===== config.mk =====
export PLATFORM = sky130hd
export DESIGN_NAME = uart_byte_tx_flat
export DESIGN_NICKNAME = d
export VERILOG_FILES = /design/src/rtl/uart_pkg.sv /design/src/rtl/uart_byte_tx_if.sv /design/src/rtl/uart_baud_tick.sv /design/src/rtl/uart_byte_tx.sv /design/src/flat_wrapper.sv
export SDC_FILE = /design/constraint.sdc
export NUM_CORES = 1
export LEC_CHECK = 0
export ABC_AREA = 1
export BUFFER_PORTS_ARGS = -buffer_cell sky130_fd_sc_hd__buf_4
export CAP_MARGIN = 15
export CORE_UTILIZATION = 50
export CTS_CLUSTER_SIZE = 25
export DETAILED_ROUTE_END_ITERATION = 10
export PLACE_DENSITY = 0.76
export RECOVER_POWER = 50
export SETUP_SLACK_MARGIN = 0.3
export SYNTH_ARGS = -nofsm -noshare
export SYNTH_HDL_FRONTEND = slang
export SYNTH_SLANG_ARGS = --single-unit

===== constraint.sdc =====
create_clock -name clk -period 3.46 [get_ports clk]
set_input_delay 0.692 -clock clk [delete_from_list [all_inputs] [get_ports clk]]
set_output_delay 0.692 -clock clk [all_outputs]
set_load 0.01 [all_outputs]

===== src/rtl/uart_pkg.sv =====
// Shared definitions for the byte-wide UART transmitter: FSM state encoding
// and frame geometry constants.
package uart_pkg;

    // Transmitter FSM states (2-bit encoding)
    typedef enum logic [1:0] {
        IDLE  = 2'd0,
        START = 2'd1,
        DATA  = 2'd2,
        STOP  = 2'd3
    } tx_state_e;

    // Payload bits per frame, and full frame length (start + data + stop)
    localparam int DATA_BITS  = 8;
    localparam int FRAME_BITS = 10;

endpackage : uart_pkg


===== src/rtl/uart_byte_tx_if.sv =====
// Send/handshake bundle between the byte-sequencing controller (master)
// and the UART transmitter (slave).
interface uart_byte_tx_if;
    import uart_pkg::*;

    logic                 uart_tx_send;
    logic [DATA_BITS-1:0] uart_tx_data;
    logic                 uart_tx_done;
    logic                 uart_tx_busy;

    modport master (
        output uart_tx_send,
        output uart_tx_data,
        input  uart_tx_done,
        input  uart_tx_busy
    );

    modport slave (
        input  uart_tx_send,
        input  uart_tx_data,
        output uart_tx_done,
        output uart_tx_busy
    );

endinterface : uart_byte_tx_if


===== src/rtl/uart_baud_tick.sv =====
// Bit-period counter: while enabled it counts 0..CLKS_PER_BIT-1 and flags the
// last cycle of every bit period. A clear restarts the period at count 0 so a
// new frame always begins on a clean bit boundary.
module uart_baud_tick #(
    parameter int CLKS_PER_BIT = 87
) (
    input  logic clk,
    input  logic rst,
    input  logic clear_i,
    input  logic en_i,
    output logic tick_o
);

    localparam int              CNT_W    = $clog2(CLKS_PER_BIT);
    localparam logic [CNT_W-1:0] CNT_LAST = CNT_W'(CLKS_PER_BIT - 1);

    logic [CNT_W-1:0] cnt_q;

    // Tick marks the final cycle of the current bit period
    assign tick_o = en_i && (cnt_q == CNT_LAST);

    // Baud counter: cleared on frame start, wraps at each bit boundary
    always_ff @(posedge clk) begin
        if (rst) begin
            cnt_q <= {CNT_W{1'b0}};
        end else if (clear_i) begin
            cnt_q <= {CNT_W{1'b0}};
        end else if (tick_o) begin
            cnt_q <= {CNT_W{1'b0}};
        end else if (en_i) begin
            cnt_q <= cnt_q + CNT_W'(1);
        end else begin
            cnt_q <= cnt_q;
        end
    end

endmodule : uart_baud_tick


===== src/rtl/uart_byte_tx.sv =====
// 8N1 UART transmitter. Accepts one byte per send request while idle and
// shifts it out LSB first between a low start bit and a high stop bit. Busy
// covers the whole frame; done pulses for one cycle as the line returns idle,
// so a send issued in that cycle starts the next frame with no idle gap.
module uart_byte_tx
    import uart_pkg::*;
#(
    parameter int CLKS_PER_BIT = 87
) (
    input  logic           clk,
    input  logic           rst,
    uart_byte_tx_if.slave  tx_if,
    output logic           uart_txd
);

    localparam logic [2:0] LAST_IDX = 3'(DATA_BITS - 1);

    tx_state_e            state_q;
    logic [DATA_BITS-1:0] shift_q;
    logic [2:0]           bit_idx_q;
    logic                 txd_q;
    logic                 busy_q;
    logic                 done_q;

    logic                 accept_s;
    logic                 baud_en_s;
    logic                 tick_s;
    logic [2:0]           next_idx_s;

    // A request is only taken while idle; requests during a frame are dropped
    assign accept_s   = (state_q == IDLE) && tx_if.uart_tx_send;
    assign baud_en_s  = (state_q != IDLE);
    assign next_idx_s = bit_idx_q + 3'd1;

    uart_baud_tick #(
        .CLKS_PER_BIT (CLKS_PER_BIT)
    ) u_baud_tick (
        .clk     (clk),
        .rst     (rst),
        .clear_i (accept_s),
        .en_i    (baud_en_s),
        .tick_o  (tick_s)
    );

    // Frame FSM with registered line, busy and done outputs
    always_ff @(posedge clk) begin
        if (rst) begin
            state_q   <= IDLE;
            shift_q   <= {DATA_BITS{1'b0}};
            bit_idx_q <= 3'd0;
            txd_q     <= 1'b1;
            busy_q    <= 1'b0;
            done_q    <= 1'b0;
        end else begin
            done_q <= 1'b0;
            case (state_q)
                IDLE: begin
                    if (accept_s) begin
                        shift_q   <= tx_if.uart_tx_data;
                        bit_idx_q <= 3'd0;
                        state_q   <= START;
                        txd_q     <= 1'b0;
                        busy_q    <= 1'b1;
                    end else begin
                        txd_q  <= 1'b1;
                        busy_q <= 1'b0;
                    end
                end
                START: begin
                    if (tick_s) begin
                        state_q   <= DATA;
                        bit_idx_q <= 3'd0;
                        txd_q     <= shift_q[0];
                    end else begin
                        txd_q <= 1'b0;
                    end
                end
                DATA: begin
                    if (tick_s) begin
                        if (bit_idx_q == LAST_IDX) begin
                            state_q <= STOP;
                            txd_q   <= 1'b1;
                        end else begin
                            bit_idx_q <= next_idx_s;
                            txd_q     <= shift_q[next_idx_s];
                        end
                    end else begin
                        txd_q <= shift_q[bit_idx_q];
                    end
                end
                STOP: begin
                    if (tick_s) begin
                        state_q   <= IDLE;
                        bit_idx_q <= 3'd0;
                        busy_q    <= 1'b0;
                        done_q    <= 1'b1;
                    end
                    txd_q <= 1'b1;
                end
                default: begin
                    state_q   <= IDLE;
                    bit_idx_q <= 3'd0;
                    txd_q     <= 1'b1;
                    busy_q    <= 1'b0;
                end
            endcase
        end
    end

    assign uart_txd           = txd_q;
    assign tx_if.uart_tx_busy = busy_q;
    assign tx_if.uart_tx_done = done_q;

endmodule : uart_byte_tx


===== src/flat_wrapper.sv =====
// flat-port wrapper written by rule: the top's interface ports become plain ports
module uart_byte_tx_flat import uart_pkg::*;
#(
    parameter int CLKS_PER_BIT = 87
)
  (clk, rst, uart_txd, tx_if_uart_tx_send, tx_if_uart_tx_data, tx_if_uart_tx_done, tx_if_uart_tx_busy);
  uart_byte_tx_if tx_if_i ();
  input  logic clk;
  input  logic rst;
  output logic uart_txd;
  input wire logic [$bits(tx_if_i.uart_tx_send)-1:0] tx_if_uart_tx_send;
  input wire logic [$bits(tx_if_i.uart_tx_data)-1:0] tx_if_uart_tx_data;
  output wire logic [$bits(tx_if_i.uart_tx_done)-1:0] tx_if_uart_tx_done;
  output wire logic [$bits(tx_if_i.uart_tx_busy)-1:0] tx_if_uart_tx_busy;
  assign tx_if_i.uart_tx_send = tx_if_uart_tx_send;
  assign tx_if_i.uart_tx_data = tx_if_uart_tx_data;
  assign tx_if_uart_tx_done = tx_if_i.uart_tx_done;
  assign tx_if_uart_tx_busy = tx_if_i.uart_tx_busy;
  uart_byte_tx #(.CLKS_PER_BIT(CLKS_PER_BIT)) u_core (.clk(clk), .rst(rst), .tx_if(tx_if_i), .uart_txd(uart_txd));
endmodule

# Word-level counts from Yosys, hierarchy flattened
# Cells that the tools add are included.
[totals]
out_inout_bits = 3
inputBits = 11
word_cells = 60
regBits = 23
[op_classes]
mux = 24
n_bitwise = 1
n_reduce_logical = 12
eq_ne = 12
magnitude_cmp = 2
n_addsub = 2
[ops]
columns = ["op", "n"]
rows = [
  ["2-to-1 mux 3 bit", 4],
  ["!= test 2 x 1 -> 1 bit (second input constant)", 6],
  ["2-to-1 mux 2 bit", 5],
  ["2-to-1 mux 1 bit", 9],
  ["one-hot mux 3 bit (3 select lines)", 1],
  ["less-than comparator 3 x 4 -> 1 bit (second input constant)", 2],
  ["one-hot mux 2 bit (4 select lines)", 1],
  ["adder 7 x 1 -> 7 bit (second input constant)", 1],
  ["== test 7 bit (second input constant)", 1],
  ["binary-select mux 1 bit (select 3 bit)", 2],
  ["AND reduction 5 bit", 1],
  ["== test 2 bit (second input constant)", 2],
  ["one-hot mux 1 bit (4 select lines)", 1],
  ["AND reduction 2 bit", 2],
  ["AND reduction 4 bit", 1],
  ["nonzero test 2 bit", 2],
  ["OR reduction 2 bit", 2],
  ["adder 3 x 1 -> 3 bit (second input constant)", 1],
  ["== test 3 bit (second input constant)", 1],
  ["OR reduction 3 bit", 1],
  ["== test 2 x 1 -> 1 bit (second input constant)", 1],
  ["logical AND 1 bit", 2],
  ["logical NOT 2 bit", 1],
  ["!= test 2 bit (second input constant)", 1],
  ["2 further kinds", 2],
]

# Logic depth before layout (Yosys ltp)
# Gate-level depths: netlist (run 1).
[depth]
depth_word = 6
mapped_depth = 12
depth_no_buf = 12

# Modules after synthesis
# A second synthesis (run 1) with hierarchy kept.
[unflattened]
cells_unflattened = 182
area_unflattened_um2 = 1297.5
[modules_own_cells]
columns = ["mod", "cells_per_inst", "area_per_inst_um2", "seq_area_each_um2", "instances"]
rows = [
  ["uart_byte_tx", 127, 887.1, 320.3, 1],
  ["uart_baud_tick", 55, 410.4, 140.1, 1],
]

# Worst setup path after synthesis (run 1)
# OpenSTA, ideal clock, no wires.
[synth_path]
kind = "register to register"
from = "reg u_core.state_q[0]"
to = "reg u_core.bit_idx_q[0]"
stages_incl_launch_ff = 11
arrival_time_ps = 1427
t_required_ps = 3344
n_path_buf = 0
path_slack_ps = 1916
setup_time_ps = 116
cell_sequence = "dfxtp_1 > inv_1 > ha_1 > inv_2 > nand2_2 > nor2_4 > nand2_4 > a21oi_4 > o21ai_1 > nand2_1 > a21oi_1"
[synth_via]
elab_chain_cells = 4
elab_cells_between_ends = 14
cone_classes = "eq/ne (7); mux (1); reduce/logical (6)"
[synth_lines]
columns = ["element", "line_no", "rtl"]
rows = [
  ["start, declared", "uart_byte_tx.sv:18", "tx_state_e state_q;"],
  ["start signal, assigned", "uart_byte_tx.sv:48", "state_q <= IDLE;"],
  ["start signal, assigned", "uart_byte_tx.sv:61", "state_q <= START;"],
  ["start signal, assigned", "uart_byte_tx.sv:71", "state_q <= DATA;"],
  ["== test 2 x 1 -> 1 bit, or another cell as far along", "uart_byte_tx.sv:56", "case (state_q)"],
  ["OR reduction 2 bit (no line), or another cell as far along", "--", ""],
  ["!= test 2 x 1 -> 1 bit (no line)", "--", ""],
  ["AND reduction 4 bit (no line)", "--", ""],
  ["end signal, assigned", "uart_byte_tx.sv:84", "bit_idx_q <= next_idx_s;"],
  ["end, declared", "uart_byte_tx.sv:20", "logic [2:0] bit_idx_q;"],
]
# Parallel ways exist; a longest one is shown, timed or not.
# A chain may end at the register's enable or synchronous reset.

# Final worst setup path (run 1)
[layout_path]
from = "reg u_core.state_q[0]"
to = "reg u_core.bit_idx_q[1]"
# Same word-level chain as after synthesis.

==> summary.md, run 1 <==
| Metric | Value |
|---|---|
| Worst EP arrival | `2050 ps` |
| Slew margin rel. | `68.32%` |
| Distinct cells, synth | `24` |
| Cells on worst reg2reg path | `10` |
| DR DRC count | `0` |
| Die Ht | `51.72 um` |
| Iter 0 DRT Violations | `27` |
| Max Freq | `547.5 MHz` |
| Clock-pin slew on the worst setup and hold paths | `130 ps` |
| Syn_area_per_cell | `7.187 sq um` |
| Clock Skews | `6.944 ps` |
| Worst Setup EP | `u_core.bit_idx_q[1]$_SDFFE_PP0P_` |
| Worst-Margin Slew | `474.1 ps` |
| # diodes | `0` |
| Core ar. | `2276 sq um` |
| Pwr Total | `0.8189 mW` |
| P&R area growth vs syn | `10.53%` |
| Total Neg Setup Slack | `0 ps` |
| Post-CTS Setup Inserts | `0` |
| Row count | `17` |
| Final wirelength | `2396 um` |
| # setup viols final | `0` |
| Yosys top cell by area | `dfxtp_1` |
| Antenna violations before repair | `0` |
| Dpl ws | `1702 ps` |
| First-pass GRT wire length | `4105 um` |
| Synthesized area | `1236 sq um` |
| Status | `finished, final reports clean` |
| DR vias | `1102` |
| Top area cells in the synthesized netlist | `dfxtp_1 (37%), nand2_1 (11%), ha_1 (9.1%)` |
| Fin. max-slew vios | `0` |
| Post_cts resized | `0` |
| Final Hold Vio Count | `0` |
| Hold-fix buffers, CTS | `0` |
| H-tree Lvls | `1` |
| DP HPWL | `1828 um` |
| Layout cells sized above 1 | `9.677%` |
| Internal reg-to-reg setup slack | `1630 ps` |
| Hold crit path type | `reg2reg` |
| Reg2reg end | `u_core.bit_idx_q[1]$_SDFFE_PP0P_` |
| Input/output buffers | `13` |
| CTS tree | `yes` |
| FF+latch count, synth | `23` |
| Root Driver | `clkbuf_4` |
| Fin nets | `207` |
| Syn Inst Count | `172` |
| CP Max Fanout | `7` |
| Drt first pass iters | `4` |
| PD cells | `599.4 nW/um^2` |
| Post-synth net total | `192` |
| Crit path from | `u_core.state_q[0]$_SDFFE_PP0P_` |
| Reg2reg start | `u_core.state_q[0]$_SDFFE_PP0P_` |
| CTS Buf Count | `3` |
| Fin crit share | `52.79%` |
| Largest net degree at the start of global routing | `17` |
| Die Width | `51.72 um` |
| Worst-case clock buffer depth | `2` |
| Vias/cell | `5.150` |
| Worst setup path class | `reg2reg` |
| Clk_lat worst skew | `310 ps` |
| Filler cells | `214` |
| YS warnings | `0` |
| Starting Density | `54.32%` |
| I/O pins | `14` |
| CTS sink cnt | `23` |
| Post-synthesis sequential area ratio | `37.25%` |
| Final ANT Viol Nets | `0` |
| Tmin final | `1826 ps` |
| WP data required | `3680 ps` |
| Total track usage | `20.37%` |
| Static leakage | `0.5985 nW` |
| Crit. End Element | `register` |
| CP Launch Type | `register` |
| Gp weighted congestion | `0.8570` |
| Max-cap viol count | `0` |
| Die ar. | `2675 sq um` |
| Setup ws final | `1634 ps` |
| Yosys top cell area share | `37.25%` |
| Global route overflow | `0` |
| RSZ-0062 raised after global routing | `no` |
| Vias in the first global route | `977` |
| VDD IR-drop max | `351.2 uV` |
| Wire per inst | `11.20 um` |
-- Yosys cell counts --
cell      number
a21oi_1       14
a21oi_4        1
buf_2          1
clkbuf_1       2
dfxtp_1       23
ha_1           9
inv_1         21
inv_2          2
nand2_1       35
nand2_2        1
nand2_4        1
nand3_1       15
nand3_2        1
nand3b_1       3
nand4_1        4
nor2_1        18
nor2_4         1
nor3_1         1
nor3b_1        1
o211ai_1       2
o21ai_0       11
o21ai_1        2
o21bai_1       1
xor2_1         2
-- metrics by stage --
stage	hold WS, ps	cells	utilization [%]	instance area (sq um)
floorplan	427.1	172	-	1236
global placement	442.2	210	59.59	1356
finish	467.0	214	60.03	1366
detailed placement	453.4	210	59.59	1356
global route	497.6	214	60.03	1366
CTS	471.5	214	60.75	1383
-- kinds of logic after synthesis --
kind of cell             Yosys count  synth area share [%]
AO/OA/AOI/OAI                     31                 14.07
adder cells (fa/ha/maj)            9                 9.109
flip-flops                        23                 37.25
AND/OR/NAND/NOR                   81                 30.16
buffers and inverters             26                 7.996
XOR/XNOR                           2                 1.417
-- routing by layer --
layer,up-vias,track usage [%],routed length (um)
met1,488,26.57,1185
met3,4,2.632,82
met4,0,8.108,28
met5,-,0,0
li1,586,-,-
met2,24,33.77,1100
-- report_power, final --
part | switching [mW] | leakage [nW] | internal, mW
Sequential | 0.0418 | 0.188 | 0.317
Combinational | 0.212 | 0.395 | 0.123
Clock | 0.0803 | 0.0150 | 0.0450
Total | 0.334 | 0.598 | 0.485
-- sequential cells by signal, summed over array words and instances (netlist names) --
signal                     cells
u_core.uart_txd                1
u_core.u_baud_tick.cnt_q       7
u_core.state_q                 2
u_core.bit_idx_q               3
u_core.shift_q                 8
u_core.tx_if.uart_tx_done      1
u_core.tx_if.uart_tx_busy      1
-- final cells by class --
| type | instances | area (sq um) | share of cell area [%] |
|---|---|---|---|
| sequential | 23 | 460.4 | 33.70 |
| multi-input combinational | 123 | 671.9 | 49.18 |
| timing repair buffer | 13 | 86.33 | 6.319 |
| tap | 28 | 35.03 | 2.564 |
| clock buffer | 4 | 26.28 | 1.923 |
| inverter | 23 | 86.33 | 6.319 |
-- how the worst min path moves through the flow --
stage,cells after the start,slack (ps),end,from
2_1_floorplan,1,430,u_core.u_baud_tick.cnt_q[6]$_SDFFE_PP0P_,u_core.u_baud_tick.cnt_q[6]$_SDFFE_PP0P_
3_3_place_gp,1,440,u_core.u_baud_tick.cnt_q[6]$_SDFFE_PP0P_,u_core.u_baud_tick.cnt_q[6]$_SDFFE_PP0P_
3_5_place_dp,1,450,u_core.u_baud_tick.cnt_q[6]$_SDFFE_PP0P_,u_core.u_baud_tick.cnt_q[6]$_SDFFE_PP0P_
4_1_cts,1,470,u_core.u_baud_tick.cnt_q[6]$_SDFFE_PP0P_,u_core.u_baud_tick.cnt_q[6]$_SDFFE_PP0P_
5_1_grt,1,500,u_core.u_baud_tick.cnt_q[6]$_SDFFE_PP0P_,u_core.u_baud_tick.cnt_q[6]$_SDFFE_PP0P_
6_report,1,470,u_core.u_baud_tick.cnt_q[6]$_SDFFE_PP0P_,u_core.u_baud_tick.cnt_q[6]$_SDFFE_PP0P_
-- placed cells by master, fill, tap and decap left out --
cell	Yosys	routed
xor2_1	2	2
o21ai_0	11	11
nor2_4	1	1
buf_4	0	10
o21bai_1	1	1
nand3_1	15	16
nand2_4	1	1
nor3b_1	1	1
clkbuf_1	2	4
o21ai_1	2	2
a21oi_4	1	1
nand2_1	35	35
clkbuf_4	0	3
nand2_2	1	1
nand3b_1	3	3
nand4_1	4	4
ha_1	9	9
dfxtp_1	23	23
inv_2	2	1
nor2_1	18	18
o211ai_1	2	2
a21oi_1	14	14
inv_1	21	22
nor3_1	1	1
-- critical path, cell delays in order (launching register included) --
cell	delay (ps)
dfxtp_1	380
inv_1	100
ha_1	260
inv_1	160
nand2_2	100
nor2_4	140
nand2_4	80
a21oi_4	210
o21ai_1	150
nand2_1	90
a21oi_1	60
Power figures use the tool's default switching activity.
==> run 2: changes to the inputs <==
--- a/config.mk
+++ b/config.mk
@@ -11,7 +11,7 @@
 export CORE_UTILIZATION = 50
 export CTS_CLUSTER_SIZE = 25
 export DETAILED_ROUTE_END_ITERATION = 10
-export PLACE_DENSITY = 0.76
+export PLACE_DENSITY = 0.79
 export RECOVER_POWER = 50
 export SETUP_SLACK_MARGIN = 0.3
 export SYNTH_ARGS = -nofsm -noshare
==> constraint.sdc (replaced) <==
create_clock -name clk -period 1.65 [get_ports clk]
set_input_delay 0.33 -clock clk [delete_from_list [all_inputs] [get_ports clk]]
set_output_delay 0.33 -clock clk [all_outputs]
set_load 0.01 [all_outputs]
==> run 2 against run 1 <==
  * Via count increased by 14%
  * Non-clock buffer count increased by 13
  * Worst setup slack got worse by 1600 ps
  * Global-route usage increased by 4.5 points
  * Total power increased by 150%
==> summary.md, run 2 (same netlist as run 1, synthesis figures left out) <==
| Metric | Value |
|---|---|
| # setup viols final | `0 (unchanged)` |
| Largest net degree at the start of global routing | `13 (was 17)` |
| Final wirelength | `3132 um (was 2396 um)` |
| Setup ws final | `61.71 ps (was 1634 ps)` |
| Largest registers | `u_core.shift_q x8, u_core.u_baud_tick.cnt_q x7, u_core.bit_idx_q x3 (unchanged)` |
| Drt first pass iters | `4 (unchanged)` |
| Vias in the first global route | `1197 (was 977)` |
| Row count | `17 (unchanged)` |
| Busiest grt layer | `met2 (unchanged)` |
| Total Neg Setup Slack | `0 ps (unchanged)` |
| Worst-Margin Slew | `349.2 ps (was 474.1 ps)` |
| Layout cells sized above 1 | `24.62% (was 9.677%)` |
| Vias/cell | `5.542 (was 5.150)` |
| Root Driver | `clkbuf_4 (unchanged)` |
| I/O pins | `14 (unchanged)` |
| Clk_lat worst skew | `320 ps (was 310 ps)` |
| PD cells | `1325 nW/um^2 (was 599.4 nW/um^2)` |
| DP HPWL | `1991 um (was 1828 um)` |
| Global routing usage on met1 | `29.91% (was 26.57%)` |
| Worst-case clock buffer depth | `2 (unchanged)` |
| Starting Density | `54.32% (unchanged)` |
| Status | `finished, final reports clean (unchanged)` |
| Most common cell after layout, fill and taps aside | `nand2_1 (unchanged)` |
| Fin crit share | `96.26% (was 52.79%)` |
| CP Launch Type | `register (unchanged)` |
| DP Area | `1405 sq um (was 1356 sq um)` |
| Total track usage | `24.83% (was 20.37%)` |
| Design Area, Final | `1540 sq um (was 1366 sq um)` |
| Largest register FFs | `8 (unchanged)` |
| Reg2reg start | `u_core.state_q[1]$_SDFFE_PP0P_ (was u_core.state_q[0]$_SDFFE_PP0P_)` |
| Hold Path End | `u_core.state_q[1]$_SDFFE_PP0P_ (was u_core.u_baud_tick.cnt_q[6]$_SDFFE_PP0P_)` |
| Static leakage | `0.6793 nW (was 0.5985 nW)` |
| WP data required | `1870 ps (was 3680 ps)` |
| Wire per inst | `13.80 um (was 11.20 um)` |
| Tmin final | `1588 ps (was 1826 ps)` |
| VDD IR-drop max | `926.5 uV (was 351.2 uV)` |
| Final ANT Viol Nets | `0 (unchanged)` |
| Gp weighted congestion | `0.8508 (was 0.8570)` |
| Min-Delay Path Depth | `2 (was 1)` |
| Hold crit path type | `in2reg (was reg2reg)` |
| Max-cap viol count | `0 (unchanged)` |
| Internal reg-to-reg setup slack | `60 ps (was 1630 ps)` |
| Max Freq | `629.6 MHz (was 547.5 MHz)` |
| CP Max Fanout | `7 (unchanged)` |
| Core ar. | `2276 sq um (unchanged)` |
| H-tree Lvls | `1 (unchanged)` |
| M2 GR Usage | `43.07% (was 33.77%)` |
| GR Layer Usage met3 | `2.632% (unchanged)` |
| Global route overflow | `0 (unchanged)` |
| First-pass GRT wire length | `4974 um (was 4105 um)` |
| Clock-pin slew on the worst setup and hold paths | `130 ps (about the same)` |
| Die Width | `51.72 um (unchanged)` |
| Reg2reg end | `u_core.bit_idx_q[2]$_SDFFE_PP0P_ (was u_core.bit_idx_q[1]$_SDFFE_PP0P_)` |
| RSZ-0062 raised after global routing | `yes (was no)` |
| Clock Skews | `4.753 ps (was 6.944 ps)` |
| Filler cells | `186 (was 214)` |
| Crit. End Element | `register (unchanged)` |
| Dpl ws | `97.36 ps (was 1702 ps)` |
| # diodes | `0 (unchanged)` |
| CTS tree | `yes (unchanged)` |
| CTS sink cnt | `23 (unchanged)` |
| Fin. max-slew vios | `0 (unchanged)` |
| Fin nets | `220 (was 207)` |
| DR vias | `1258 (was 1102)` |
| Input/output buffers | `13 (unchanged)` |
| CTS Buf Count | `3 (unchanged)` |
| Iter 0 DRT Violations | `44 (was 27)` |
| Final Hold Vio Count | `0 (unchanged)` |
| Worst setup path class | `reg2reg (unchanged)` |
| Largest register by flop count | `u_core.shift_q (unchanged)` |
| Most frequent cells in the layout | `nand2_1 (34), buf_4 (21), dfxtp_1 (19) (was nand2_1 (35), dfxtp_1 (23), inv_1 (22))` |
| Worst EP arrival | `1810 ps (was 2050 ps)` |
| Die ar. | `2675 sq um (unchanged)` |
| Worst hold start | `rst (was u_core.u_baud_tick.cnt_q[6]$_SDFFE_PP0P_)` |
| DR DRC count | `0 (unchanged)` |
| Slew margin rel. | `76.66% (was 68.32%)` |
| Die Ht | `51.72 um (unchanged)` |
| Cells on worst reg2reg path | `10 (unchanged)` |
| P&R area growth vs syn | `24.60% (was 10.53%)` |
| Antenna violations before repair | `0 (unchanged)` |
[run 2: how the worst max path moves through the flow]
stage / from / slack (ps) / to / depth (start not counted)
detailed placement: u_core.u_baud_tick.cnt_q[0]$_SDFFE_PP0P_ / 100 / u_core.state_q[0]$_SDFFE_PP0P_ / 8
global route: u_core.state_q[1]$_SDFFE_PP0P_ / 10 / u_core.bit_idx_q[2]$_SDFFE_PP0P_ / 10
floorplan: u_core.state_q[1]$_SDFFE_PP0P_ / 250 / u_core.state_q[1]$_SDFFE_PP0P_ / 10
CTS: u_core.state_q[1]$_SDFFE_PP0P_ / 130 / u_core.bit_idx_q[2]$_SDFFE_PP0P_ / 8
finish: u_core.state_q[1]$_SDFFE_PP0P_ / 60 / u_core.bit_idx_q[2]$_SDFFE_PP0P_ / 10
global placement: u_core.state_q[1]$_SDFFE_PP0P_ / 190 / u_core.state_q[0]$_SDFFE_PP0P_ / 9
[run 2: layout make-up]
class | count | area, sq um | share of cell area, %
Inverter | 23 | 91.34 | 5.930
Tap cell | 28 | 35.03 | 2.275
Clock buffer | 4 | 26.28 | 1.706
Sequential cell | 23 | 467.9 | 30.38
Multi-Input combinational cell | 123 | 734.5 | 47.68
Timing Repair Buffer | 26 | 185.2 | 12.02
[run 2: critical path, stage by stage, from the launching register on]
cell and delay [ps]:
dfxtp_2 380, inv_2 70, ha_4 180, inv_4 60, nand2_4 50, nor2_4 130, nand2_4 80, a21oi_4 260
o21ai_2 130, nand2_1 100, a21oi_1 70
[run 2: what timing repair did]
action	in CTS	in global routing
setup buffers	6	4
hold buffers	0	0
pin swaps	8	11
gates resized for setup	11	6
setup endpoints to repair	12	21
endpoints found under the hold margin	0	0
[run 2: power by group]
| part | switching [mW] | leakage, nW | internal [mW] | total [mW] |
|---|---|---|---|---|
| logic | 0.578 | 0.474 | 0.427 | 1.01 |
| clock network | 0.177 | 0.0150 | 0.0946 | 0.272 |
| registers | 0.0871 | 0.190 | 0.676 | 0.763 |
[run 2: metrics by stage]
step | util [%] | total power [mW] | hold WS (ps) | instances
after floorplan | - | 1.374 | 391.7 | 172
after global placement | 61.74 | 1.552 | 447.5 | 213
after detailed placement | 61.74 | 1.600 | 452.5 | 213
after CTS | 66.36 | 1.992 | 197.5 | 223
after global routing | 67.67 | 2.185 | 192.7 | 227
final | 67.67 | 2.041 | 204.9 | 227
[run 2: routing by layer]
layer	wire length (um)	vias up
li1	-	615
met1	1370	577
met2	1492	51
met3	158	15
met4	110	0
met5	0	-
==> run 3: changes to the inputs <==
--- a/config.mk
+++ b/config.mk
@@ -8,11 +8,12 @@
 export ABC_AREA = 1
 export BUFFER_PORTS_ARGS = -buffer_cell sky130_fd_sc_hd__buf_4
 export CAP_MARGIN = 15
-export CORE_UTILIZATION = 50
+export CELL_PAD_IN_SITES_DETAIL_PLACEMENT = 1
+export CELL_PAD_IN_SITES_GLOBAL_PLACEMENT = 1
+export CORE_UTILIZATION = 37
 export CTS_CLUSTER_SIZE = 25
 export DETAILED_ROUTE_END_ITERATION = 10
-export PLACE_DENSITY = 0.79
-export RECOVER_POWER = 50
+export PLACE_DENSITY = 0.8
 export SETUP_SLACK_MARGIN = 0.3
 export SYNTH_ARGS = -nofsm -noshare
 export SYNTH_HDL_FRONTEND = slang
==> run 3 against run 2 <==
  * Global-route usage decreased by 2.4 points
  * Sequential power up 1%
  * Total power rose by 5.8%
  * Wire length increased by 12%
  * Non-clock buffer count grew 2
  * Via count is 2.1% lower
  * Worst setup slack got worse by 4.4 ps
  * Clock skew is 12 ps higher
  * Critical path type unchanged
  * Highest routed layer unchanged
==> summary.md, run 3 (same netlist as run 1, synthesis figures left out) <==
| Metric | Value |
|---|---|
| Final core occ | `51.98% (was 67.67%)` |
| # diodes | `0 (unchanged)` |
| Most common cell after layout, fill and taps aside | `nand2_1 (unchanged)` |
| CTS tree | `yes (unchanged)` |
| Root Driver | `clkbuf_4 (unchanged)` |
| Final Hold Vio Count | `0 (unchanged)` |
| Most frequent cells in the layout | `nand2_1 (33), buf_4 (26), dfxtp_1 (20) (was nand2_1 (34), buf_4 (21), dfxtp_1 (19))` |
| Largest register FFs | `8 (unchanged)` |
| Final wirelength | `3522 um (was 3132 um)` |
| Total track usage | `22.48% (was 24.83%)` |
| Slew margin rel. | `84.06% (was 76.66%)` |
| Core ar. | `3103 sq um (was 2276 sq um)` |
| Clock-pin slew on the worst setup and hold paths | `150 ps (was 130 ps)` |
| Die Width | `59.80 um (was 51.72 um)` |
| Final ANT Viol Nets | `0 (unchanged)` |
| Largest net degree at the start of global routing | `14 (was 13)` |
| Fin. max-slew vios | `0 (unchanged)` |
| Gp weighted congestion | `0.7803 (was 0.8508)` |
| Worst-Margin Slew | `238.2 ps (was 349.2 ps)` |
| H-tree Lvls | `1 (unchanged)` |
| Status | `finished, final reports clean (unchanged)` |
| CP Max Fanout | `7 (unchanged)` |
| Drt first pass iters | `4 (unchanged)` |
| Die Ht | `59.80 um (was 51.72 um)` |
| Largest registers | `u_core.shift_q x8, u_core.u_baud_tick.cnt_q x7, u_core.bit_idx_q x3 (unchanged)` |
| I/O pins | `14 (unchanged)` |
| Setup ws final | `57.26 ps (was 61.71 ps)` |
| Global route overflow | `0 (unchanged)` |
| Vias/cell | `5.029 (was 5.542)` |
| Hold-fix buffers, CTS | `0 (unchanged)` |
| Tmin final | `1593 ps (was 1588 ps)` |
| Worst-case clock buffer depth | `2 (unchanged)` |
| Hold Worst Slack | `199.0 ps (was 204.9 ps)` |
| WP data required | `1880 ps (was 1870 ps)` |
| RSZ-0062 raised after global routing | `yes (unchanged)` |
| Input/output buffers | `13 (unchanged)` |
| Critical Path, Cell by Cell | `inv_4 -> ha_4 -> inv_4 -> nand2_4 -> nor2_4 -> nand2_4 -> a21oi_4 -> o211ai_1 -> a21oi_1 (was inv_2 -> ha_4 -> inv_4 -> nand2_4 -> nor2_4 -> nand2_4 -> a21oi_4 -> o21ai_2 -> nand2_1 -> a21oi_1)` |
| CTS Buf Count | `3 (unchanged)` |
| VDD IR-drop max | `421.9 uV (was 926.5 uV)` |
| CP Launch Type | `register (unchanged)` |
| Dpl ws | `45.58 ps (was 97.36 ps)` |
| Largest register by flop count | `u_core.shift_q (unchanged)` |
| Fin nets | `222 (was 220)` |
| Worst EP arrival | `1830 ps (was 1810 ps)` |
| Clk_lat worst skew | `330 ps (was 320 ps)` |
| Static leakage | `0.7051 nW (was 0.6793 nW)` |
| # setup viols final | `0 (unchanged)` |
| Crit. End Element | `register (unchanged)` |
| DP HPWL | `2465 um (was 1991 um)` |
| Hold crit path type | `in2reg (unchanged)` |
| DR vias | `1232 (was 1258)` |
| Row count | `20 (was 17)` |
| Antenna violations before repair | `0 (unchanged)` |
| Die ar. | `3576 sq um (was 2675 sq um)` |
| Iter 0 DRT Violations | `39 (was 44)` |
| Max-cap viol count | `0 (unchanged)` |
| Max Freq | `627.8 MHz (was 629.6 MHz)` |
| First-pass GRT wire length | `5837 um (was 4974 um)` |
| Critical-path top delay cell | `dfxtp_4 (was dfxtp_2)` |
| DR DRC count | `0 (unchanged)` |
| Fin crit share | `96.53% (was 96.26%)` |
| Layout cells sized above 1 | `28.36% (was 24.62%)` |
| Slowest cell delay on critical path | `400 ps (was 380 ps)` |
| Worst setup path class | `reg2reg (unchanged)` |
| Clock Skews | `16.37 ps (was 4.753 ps)` |
| Vias in the first global route | `1254 (was 1197)` |
| PD cells | `1339 nW/um^2 (was 1325 nW/um^2)` |
| P&R area growth vs syn | `30.47% (was 24.60%)` |
| Starting Density | `39.84% (was 54.32%)` |
| CTS sink cnt | `23 (unchanged)` |
| Wire per inst | `14.38 um (was 13.80 um)` |
## run 3: final cells by class
class	count	area, sq um
Tap cell	44	55.05
Fill cell	411	1490
Inverter	23	93.84
Sequential cell	23	469.2
Clock inverter	1	5.005
Timing Repair Buffer	28	211.5
Clock buffer	3	22.52
Multi-Input combinational cell	123	755.7
## run 3: final timing paths
path | slack [ps] | start | endpoint | cells past startpoint
worst min register to register | 470 | u_core.u_baud_tick.cnt_q[0]$_SDFFE_PP0P_ | u_core.u_baud_tick.cnt_q[0]$_SDFFE_PP0P_ | 2
worst max register to register | 60 | u_core.state_q[0]$_SDFFE_PP0P_ | u_core.state_q[1]$_SDFFE_PP0P_ | 9
worst min-delay path | 200 | rst | u_core.tx_if.uart_tx_done$_SDFF_PP0_ | 2
worst max-delay path | 60 | u_core.state_q[0]$_SDFFE_PP0P_ | u_core.state_q[1]$_SDFFE_PP0P_ | 9
## run 3: critical path: cells and delay by family (launching register included)
| kind | cells | cell delay, ps |
|---|---|---|
| simple gates | 3 | 240 |
| flops | 1 | 400 |
| compound gates | 3 | 590 |
| buf+inv | 2 | 100 |
| fa+ha+maj | 1 | 160 |
## run 3: layer usage
| layer | vias up | GRT usage (%) | part of all wire (%) |
|---|---|---|---|
| met5 | - | 0 | 0 |
| li1 | 618 | - | - |
| met4 | 0 | 7.973 | 1.9 |
| met2 | 18 | 39.52 | 53 |
| met1 | 588 | 27.55 | 43 |
| met3 | 8 | 3.463 | 2.5 |
## run 3: per-stage QoR
stage	std cells	instance area, sq um	setup TNS (ps)	power [mW]
2_1_floorplan	172	1262	0	1.374
3_3_place_gp	229	1425	0	1.568
3_5_place_dp	229	1425	0	1.635
4_1_cts	242	1556	0	2.083
5_1_grt	245	1613	-45.53	2.322
6_report	245	1613	0	2.159
## run 3: what timing repair did
item	in CTS	in global routing
setup buffers	8	3
setup endpoints to repair	11	21
gates resized for setup	14	14
endpoints found under the hold margin	0	0
pin swaps	6	10
gates cloned	1	0
## run 3: where the power goes
| group | switching, mW | internal (mW) |
|---|---|---|
| Clock | 0.192 | 0.0908 |
| Sequential | 0.0905 | 0.681 |
| Combinational | 0.627 | 0.478 |
| Total | 0.910 | 1.25 |
